**config.mk**
```make
export PLATFORM = sky130hd
export DESIGN_NAME = pwm_decodificador
export DESIGN_NICKNAME = d
export VERILOG_FILES = /design/src/rtl/pwm_decodificador.sv
export SDC_FILE = /design/constraint.sdc
export NUM_CORES = 1
export LEC_CHECK = 0
export ABC_AREA = 1
export CORE_MARGIN = 2
export CORE_UTILIZATION = 45
export DETAILED_ROUTE_END_ITERATION = 7
export MAX_ROUTING_LAYER = met4
export SYNTH_ARGS = -nofsm -noshare
export SYNTH_HDL_FRONTEND = slang
export SYNTH_SLANG_ARGS = --single-unit
```
**constraint.sdc**
```tcl
create_clock -name clk -period 2.9 [get_ports clk]
set_input_delay 0.58 -clock clk [delete_from_list [all_inputs] [get_ports clk]]
set_output_delay 0.58 -clock clk [all_outputs]
set_load 0.03 [all_outputs]
```
**src/rtl/pwm_decodificador.sv**
```systemverilog
// -----------------------------------------------------------------------------
// pwm_decodificador
//   Receiving end of a PWM link. Samples the asynchronous pwm_in line,
//   measures the high time and the rise-to-rise period in clk cycles, and
//   publishes one (ciclo, periodo) pair per complete PWM period. A line with
//   no rising edge for 2**W-1 cycles (stuck at 0 or at 1) is flagged through
//   sin_senal.
//
// Parameters
//   W     width of the measurement counters (max measurable period 2**W-1)
//   SYNC  number of synchronizer flops on pwm_in (2 or 3)
//
// Ports
//   clk        system clock, rising edge
//   reset      asynchronous reset, active low
//   pwm_in     asynchronous PWM input
//   ciclo      high time of the last complete period
//   periodo    rise-to-rise length of the last complete period
//   valido     one-cycle pulse when ciclo/periodo are updated
//   sin_senal  level, 1 = no rising edge seen for 2**W-1 cycles
// -----------------------------------------------------------------------------
module pwm_decodificador #(
  parameter int W    = 16,
  parameter int SYNC = 2
) (
  input  logic         clk,
  input  logic         reset,
  input  logic         pwm_in,
  output logic [W-1:0] ciclo,
  output logic [W-1:0] periodo,
  output logic         valido,
  output logic         sin_senal
);

  localparam logic [W-1:0] MAX = {W{1'b1}};
  localparam logic [W-1:0] UNO = {{(W-1){1'b0}}, 1'b1};

  typedef enum logic [1:0] {
    ESPERA = 2'd0,
    ALTO   = 2'd1,
    BAJO   = 2'd2
  } estado_t;

  estado_t        estado;
  estado_t        estado_n;
  logic [SYNC-1:0] sync_p0;
  logic           hist_p1;
  logic           s;
  logic           sube;
  logic           baja;
  logic           satura;
  logic [W-1:0]   cnt_per;
  logic [W-1:0]   cnt_alto;
  logic [W-1:0]   alto_tmp;
  logic [W-1:0]   alto_n;
  logic [W-1:0]   ciclo_n;
  logic [W-1:0]   periodo_n;
  logic           valido_n;
  logic           sin_n;

  // Counter increment that sticks at the all-ones value.
  function automatic logic [W-1:0] sat_inc(input logic [W-1:0] v);
    return (v == MAX) ? v : v + UNO;
  endfunction

  // Stage p0: synchronizer chain; stage p1: edge-history flop.
  // Both edges see the same latency, so measured widths are unaffected.
  always_ff @(posedge clk or negedge reset) begin
    if (!reset) begin
      sync_p0 <= '0;
      hist_p1 <= 1'b0;
    end else begin
      sync_p0 <= {sync_p0[SYNC-2:0], pwm_in};
      hist_p1 <= s;
    end
  end

  assign s    = sync_p0[SYNC-1];
  assign sube = s & ~hist_p1;
  assign baja = ~s & hist_p1;

  // A rise arriving in the same cycle as saturation is a valid period of
  // exactly 2**W-1 cycles, so it takes precedence over the dead-line flag.
  assign satura = (cnt_per == MAX) && !sube;

  // Measurement counters: both restart at 1 on every rise.
  always_ff @(posedge clk or negedge reset) begin
    if (!reset) begin
      cnt_per  <= '0;
      cnt_alto <= '0;
    end else begin
      if (sube) begin
        cnt_per  <= UNO;
        cnt_alto <= UNO;
      end else begin
        cnt_per <= sat_inc(cnt_per);
        if (estado == ALTO) begin
          cnt_alto <= sat_inc(cnt_alto);
        end
      end
    end
  end

  always_comb begin
    estado_n  = estado;
    alto_n    = alto_tmp;
    ciclo_n   = ciclo;
    periodo_n = periodo;
    valido_n  = 1'b0;
    sin_n     = sin_senal;
    if (satura) begin
      // Dead or stuck line: drop back to waiting for a fresh first rise;
      // the last published pair stays visible.
      sin_n    = 1'b1;
      estado_n = ESPERA;
    end else begin
      case (estado)
        ESPERA: begin
          // First rise only arms the measurement; a fall here is ignored.
          if (sube) estado_n = ALTO;
        end
        ALTO: begin
          if (baja) begin
            alto_n   = cnt_alto;
            estado_n = BAJO;
          end
        end
        BAJO: begin
          if (sube) begin
            ciclo_n   = alto_tmp;
            periodo_n = cnt_per;
            valido_n  = 1'b1;
            sin_n     = 1'b0;
            estado_n  = ALTO;
          end
        end
        default: estado_n = ESPERA;
      endcase
    end
  end

  // Stage p2: FSM state and published results.
  always_ff @(posedge clk or negedge reset) begin
    if (!reset) begin
      estado    <= ESPERA;
      alto_tmp  <= '0;
      ciclo     <= '0;
      periodo   <= '0;
      valido    <= 1'b0;
      sin_senal <= 1'b0;
    end else begin
      estado    <= estado_n;
      alto_tmp  <= alto_n;
      ciclo     <= ciclo_n;
      periodo   <= periodo_n;
      valido    <= valido_n;
      sin_senal <= sin_n;
    end
  end

endmodule

```
## Word-level counts from Yosys, hierarchy flattened

Index checks and enable logic that the tools add are counted.

| operators by class | value |
|---|---|
| bitwise logic cells | 5 |
| add/sub/neg operators | 2 |
| equal/unequal tests | 8 |
| muxes and demuxes | 15 |
| reductions and logical operators | 12 |

Operator list:

| kind | number |
|---|---|
| $mux W16 | 5 |
| $add A16 B1 Y16 const B | 2 |
| $eq A16 B16 Y1 const B | 2 |
| $mux W1 | 6 |
| $mux W2 | 3 |
| $reduce_and A2 Y1 | 3 |
| $reduce_and A3 Y1 | 2 |
| $reduce_bool A2 Y1 | 3 |
| $ne A2 B2 Y1 const B | 2 |
| $pmux W2 S2 | 1 |
| $ne A3 B1 Y1 const B | 1 |
| $ne A3 B3 Y1 const B | 1 |
| $not A1 Y1 | 3 |
| $and A1 B1 Y1 | 2 |
| $eq A2 B1 Y1 const B | 1 |
| $eq A2 B2 Y1 const B | 1 |
| $logic_not A2 Y1 | 1 |
| $reduce_or A2 Y1 | 1 |
| $logic_and A1 B1 Y1 | 1 |
| $logic_not A1 Y1 | 1 |

| storage, ports and cells | value |
|---|---|
| output and inout port bits | 34 |
| register bits | 87 |

## Depth between registers and ports, before layout

| depth | value |
|---|---|
| depth in word-level cells | 6 |
| mapped depth | 10 |
| gate-level depth less buffers | 10 |

## Worst setup path before layout

OpenSTA, ideal clock, no wires.

| path | value |
|---|---|
| kind | reg2reg |
| from | register cnt_per[0] |
| to | register alto_tmp[4] |
| clock period less this slack | 1544 ps |
| library setup time | 118 ps |
| data required time | 2782 ps |
| arrival | 1426 ps |
| cell stages (with the launch flop) | 11 |
| setup slack | 1356 ps |
| cells stage by stage | dfrtp_1 > ha_1 > nand2_1 > nor2_2 > nand2_1 > inv_1 > nand3_2 > buf_6 > buf_6 > nand4_1 > nand2_1 |

| on the way | value |
|---|---|
| cells in the longest elaborated chain, start to end | 4 |

RTL lines:

| what | line | source |
|---|---|---|
| from (decl) | 52 | `logic [W-1:0] cnt_per;` |
| from (signal assigned) | 96 | `cnt_per <= sat_inc(cnt_per);` |
| $eq A16 B16 Y1 | 84 | `assign satura = (cnt_per == MAX) && !sube;` |
| $logic_and A1 B1 Y1 | 84 |  |
| $not A1 Y1 (no line) | n/a |  |
| $reduce_and A3 Y1 (no line) | n/a |  |
| to (signal assigned) | 153 | `alto_tmp <= alto_n;` |
| to (decl) | 54 | `logic [W-1:0] alto_tmp;` |

No other way between the ends.
A chain may end at the register's enable or synchronous reset.

## Final worst setup path

| path | value |
|---|---|
| from | register cnt_alto[0] |
| to | register cnt_alto[3] |

| on the way | value |
|---|---|
| cells in the longest elaborated chain, start to end | 4 |
| elaborated cells on any way between the ends | 7 |
| those cells by class | add/sub: 1; eq/ne: 2; mux: 3; reduce/logical: 1 |

RTL lines:

| what | line | source |
|---|---|---|
| from (decl) | 53 | `logic [W-1:0] cnt_alto;` |
| from (signal assigned) | 98 | `cnt_alto <= sat_inc(cnt_alto);` |
| $add A16 B1 Y16 | 63 | `return (v == MAX) ? v : v + UNO;` |
| $mux W16 | 63 |  |
| $mux W16 | 97 | `if (estado == ALTO) begin` |
| $mux W16 | 92 | `if (sube) begin` |

Parallel ways exist; a longest one is shown, timed or not. The select of a mux whose other input is x is not followed.

==> metrics.txt <==
layout-stage area growth over the synthesis result=14.6%; combined area of the multi-input logic cells=1610 um2; critical path arrival=2250 ps; slowest stage cell on the critical path=sky130_fd_sc_hd__dfrtp_1; Final min period=2020 ps; total of flip-flops plus latches after synthesis=87; xor/xnor cell area share of the yosys netlist=1.51%; area of the core=8760 um2; adder and majority gate portion of the synthesized area=0.615%; launching point of the worst reg2reg path=cnt_alto[0]$_DFFE_PN0P_; final-layout setup total negative slack=0 ps; port buffer count=36; leading area contributor after synthesis=sky130_fd_sc_hd__dfrtp_1; top-area cell type share of the netlist area=53.5%; Post-Syn Area=4070 um2; number of failing setup endpoints in the final timing report=0; wire length of the first global-routing pass=14900 um; mux share of post-synthesis cell area=0%; simple-gate portion of the synthesized area=31.4%; Final Cycle Share=69.5%; clock sink total=87; Gates resized, CTS repair=0; Bufs on Longest Clock Path=2; Max H-tree Level=3; library cell appearing most often on the critical path=sky130_fd_sc_hd__nand2_1; max-cap check violation count=0; transition at the pin with the smallest max-transition slack=699 ps; Clk pin slew, worst setup/hold paths=90 ps; outcome=completed; post-detailed-route wirelength per cell=13.6 um; number of pins with negative max-slew slack in the final report=0; top area cells in the synthesized netlist=sky130_fd_sc_hd__dfrtp_1 53%, sky130_fd_sc_hd__nand2_1 17%, sky130_fd_sc_hd__nand4_1 4.0%; placer's final routability congestion estimate=0.873; chip height=99.1 um; filler cell count=852; clock tree root driver cell=sky130_fd_sc_hd__clkbuf_8; detailed-route vias per instance=5.10; drc violations=0; Worst Skew=13.3 ps; Static Leak=2.23 nW; reg2reg setup slack=880 ps; leading cell type in the layout, fill and taps excluded=sky130_fd_sc_hd__nand2_1; category of cells accounting for the largest share of critical-path delay=simple AND/OR/NAND/NOR gates; initial antenna violation count=0; number of hold violations in the final report=0; critical path class=register to register; number of standard cells after synthesis=498; register area share after synthesis=53.5%; met2 Usage GRT=24.2%; combined global-route utilization of all metal layers=19.4%; area used by sequential logic in the layout=2180 um2; GRT Residual Overflow=0; combinational fraction of design power=19.6%; number of cells on the worst reg-to-reg path=10; post-route design area=4670 um2; Die ar.=9820 um2; number of buffer and inverter stages on the critical path=1; ratio of cells with drive above 1 in the final layout=5.61%; Compound-Gate Fraction of Synth Area=5.90%; Net Sw Power=0.937 mW; total routed wirelength=8730 um; instance area at placement=4470 um2; Clk Latency, worst-skew pair=350 ps; TritonCTS buffer count=9; fraction of power consumed by sequential logic=50.9%; Final ANT Viol Nets=0; peak ir drop on the vdd network=0.259 mV; P_int=1.94 mW; Post-Place Setup Slack=899 ps; Syn Nets=503; cell chain of the critical path=ha_1, nand2_1, nor2_2, nand2_1, nor2_1, nand2_1, nand2_2, inv_1, nand2_1, o21ai_1; Startpoint Class=register; switching portion of total power=32.6%; met1 capacity usage during global routing=32.1%; pin count of the biggest net entering global routing=55; Req. time, crit path=3130 ps; commonest non-fill, non-tap cells in the layout=187 x sky130_fd_sc_hd__nand2_1, 87 x sky130_fd_sc_hd__dfrtp_1, 40 x sky130_fd_sc_hd__nor2_1; CTS tree=yes; post-detail-place hpwl=6170 um; CP Capture Type=register; max incr delay on CP=430 ps; vias in the first global route=2914; largest family of logic cells by synthesized area=simple AND/OR/NAND/NOR gates; effective utilization at floorplan=46.5%; vias post-DR=3282; unrepaired setup endpoints after global routing=false; worst path setup slack after routing=883 ps; total power after layout=2.87 mW; Post-Synthesis Mean Instance Area=8.18 um2; count of hold buffers inserted by post-cts repair=0; std cell rows=34; Most Crowded Layer GR=met1; die width=99.1 um; power density over the cells=616 nW/um2; number of I/O pins=37; Cell variety after synth=31; Hold Crit Class=primary input to asynchronous set/reset pin; antenna cells=0; number of violations reported at the end of detailed-routing iteration 0=222; count of synthesis-stage warnings from yosys=0; Worst slew margin=53.3%; CP Max Fanout=25; highest clock frequency the design can meet=496 MHz; worst reg2reg path endpoint=cnt_alto[3]$_DFFE_PN0P_; # nets final=536; met3 track utilization from global routing=2.67%; total setup buffers inserted after CTS=0; DRT Pass-1 Iters=4; part of the total power dissipated in the clock network=29.6%
## power by group through the flow
stage	clock network [mW]	registers, mW	logic, mW
detailed placement	0	1.49	0.565
CTS	0.869	1.46	0.568
global route	0.916	1.48	0.639
global placement	0	1.48	0.561
finish	0.849	1.46	0.562
floorplan	0	1.55	0.315
## cells in the mapped netlist
master                     number
sky130_fd_sc_hd__clkinv_1       1
sky130_fd_sc_hd__o21a_1         2
sky130_fd_sc_hd__nor3b_1        1
sky130_fd_sc_hd__buf_6          8
sky130_fd_sc_hd__nor3_4         1
sky130_fd_sc_hd__nand2_2        1
sky130_fd_sc_hd__o21bai_1       2
sky130_fd_sc_hd__inv_1         38
sky130_fd_sc_hd__ha_1           2
sky130_fd_sc_hd__buf_1          1
sky130_fd_sc_hd__or2_2          1
sky130_fd_sc_hd__nand4_1       26
sky130_fd_sc_hd__nor2_4         1
sky130_fd_sc_hd__nor2_1        40
sky130_fd_sc_hd__nor2_2         2
sky130_fd_sc_hd__nand2_1      187
sky130_fd_sc_hd__inv_2          2
sky130_fd_sc_hd__xor2_1         6
sky130_fd_sc_hd__a21oi_1        4
sky130_fd_sc_hd__clkbuf_1       4
sky130_fd_sc_hd__o21ai_0       28
sky130_fd_sc_hd__buf_2          5
sky130_fd_sc_hd__a31oi_1        2
sky130_fd_sc_hd__o31ai_1        1
sky130_fd_sc_hd__o21ai_1        6
sky130_fd_sc_hd__nand3_2        2
sky130_fd_sc_hd__nand3_1       28
sky130_fd_sc_hd__nand3b_1       2
sky130_fd_sc_hd__nor3_1         6
sky130_fd_sc_hd__xnor2_1        1
sky130_fd_sc_hd__dfrtp_1       87
## registers in the layout (all words and copies together), names as in the netlist
register,count
cnt_per,16
valido,1
sync_p0,2
hist_p1,1
ciclo,16
sin_senal,1
estado,2
cnt_alto,16
alto_tmp,16
periodo,16
## routing by layer
metal | wire length, um | vias to the layer above | part of all wire, %
met5 | 0 | - | 0
met4 | 150 | 0 | 1.7
met3 | 376 | 16 | 4.3
met2 | 3410 | 79 | 39
met1 | 4790 | 1525 | 55
li1 | - | 1662 | -
## worst max path at each step
| stage | from | to | slack (ps) | cells after the start |
|---|---|---|---|---|
| after CTS | cnt_alto[0]$_DFFE_PN0P_ | cnt_alto[3]$_DFFE_PN0P_ | 880 | 10 |
| after global placement | hist_p1$_DFF_PN0_ | alto_tmp[14]$_DFFE_PN0P_ | 900 | 6 |
| final | cnt_alto[0]$_DFFE_PN0P_ | cnt_alto[3]$_DFFE_PN0P_ | 880 | 10 |
| after detailed placement | hist_p1$_DFF_PN0_ | alto_tmp[9]$_DFFE_PN0P_ | 900 | 6 |
| after floorplan | cnt_per[0]$_DFFE_PN0P_ | alto_tmp[4]$_DFFE_PN0P_ | 1360 | 10 |
| after global routing | cnt_alto[0]$_DFFE_PN0P_ | cnt_alto[3]$_DFFE_PN0P_ | 510 | 10 |
## layout make-up
class	count	area share [%]
clock buffer	9	2.65
multi-input combinational	352	34.4
clock inverter	6	1.50
tap	108	2.90
inverter	41	3.30
timing repair buffer	40	8.58
sequential	87	46.6
## cell families (layout without fill, tap and decap cells)
kind of cell	Yosys count	in the layout
xor gates and xnor gates	7	7
adders and majority gates	2	2
DFF	87	87
buffers and inverters	59	96
and+or+nand+nor	298	298
AOI/OAI and AO/OA	45	45
## through the flow
stage,util [%],instances,hold WS [ps]
detailed placement,51.0,628,335
CTS,53.3,643,291
global route,53.3,643,318
global placement,51.0,628,332
finish,53.3,643,267
floorplan,-,498,284
Power figures use the tool's default switching activity.
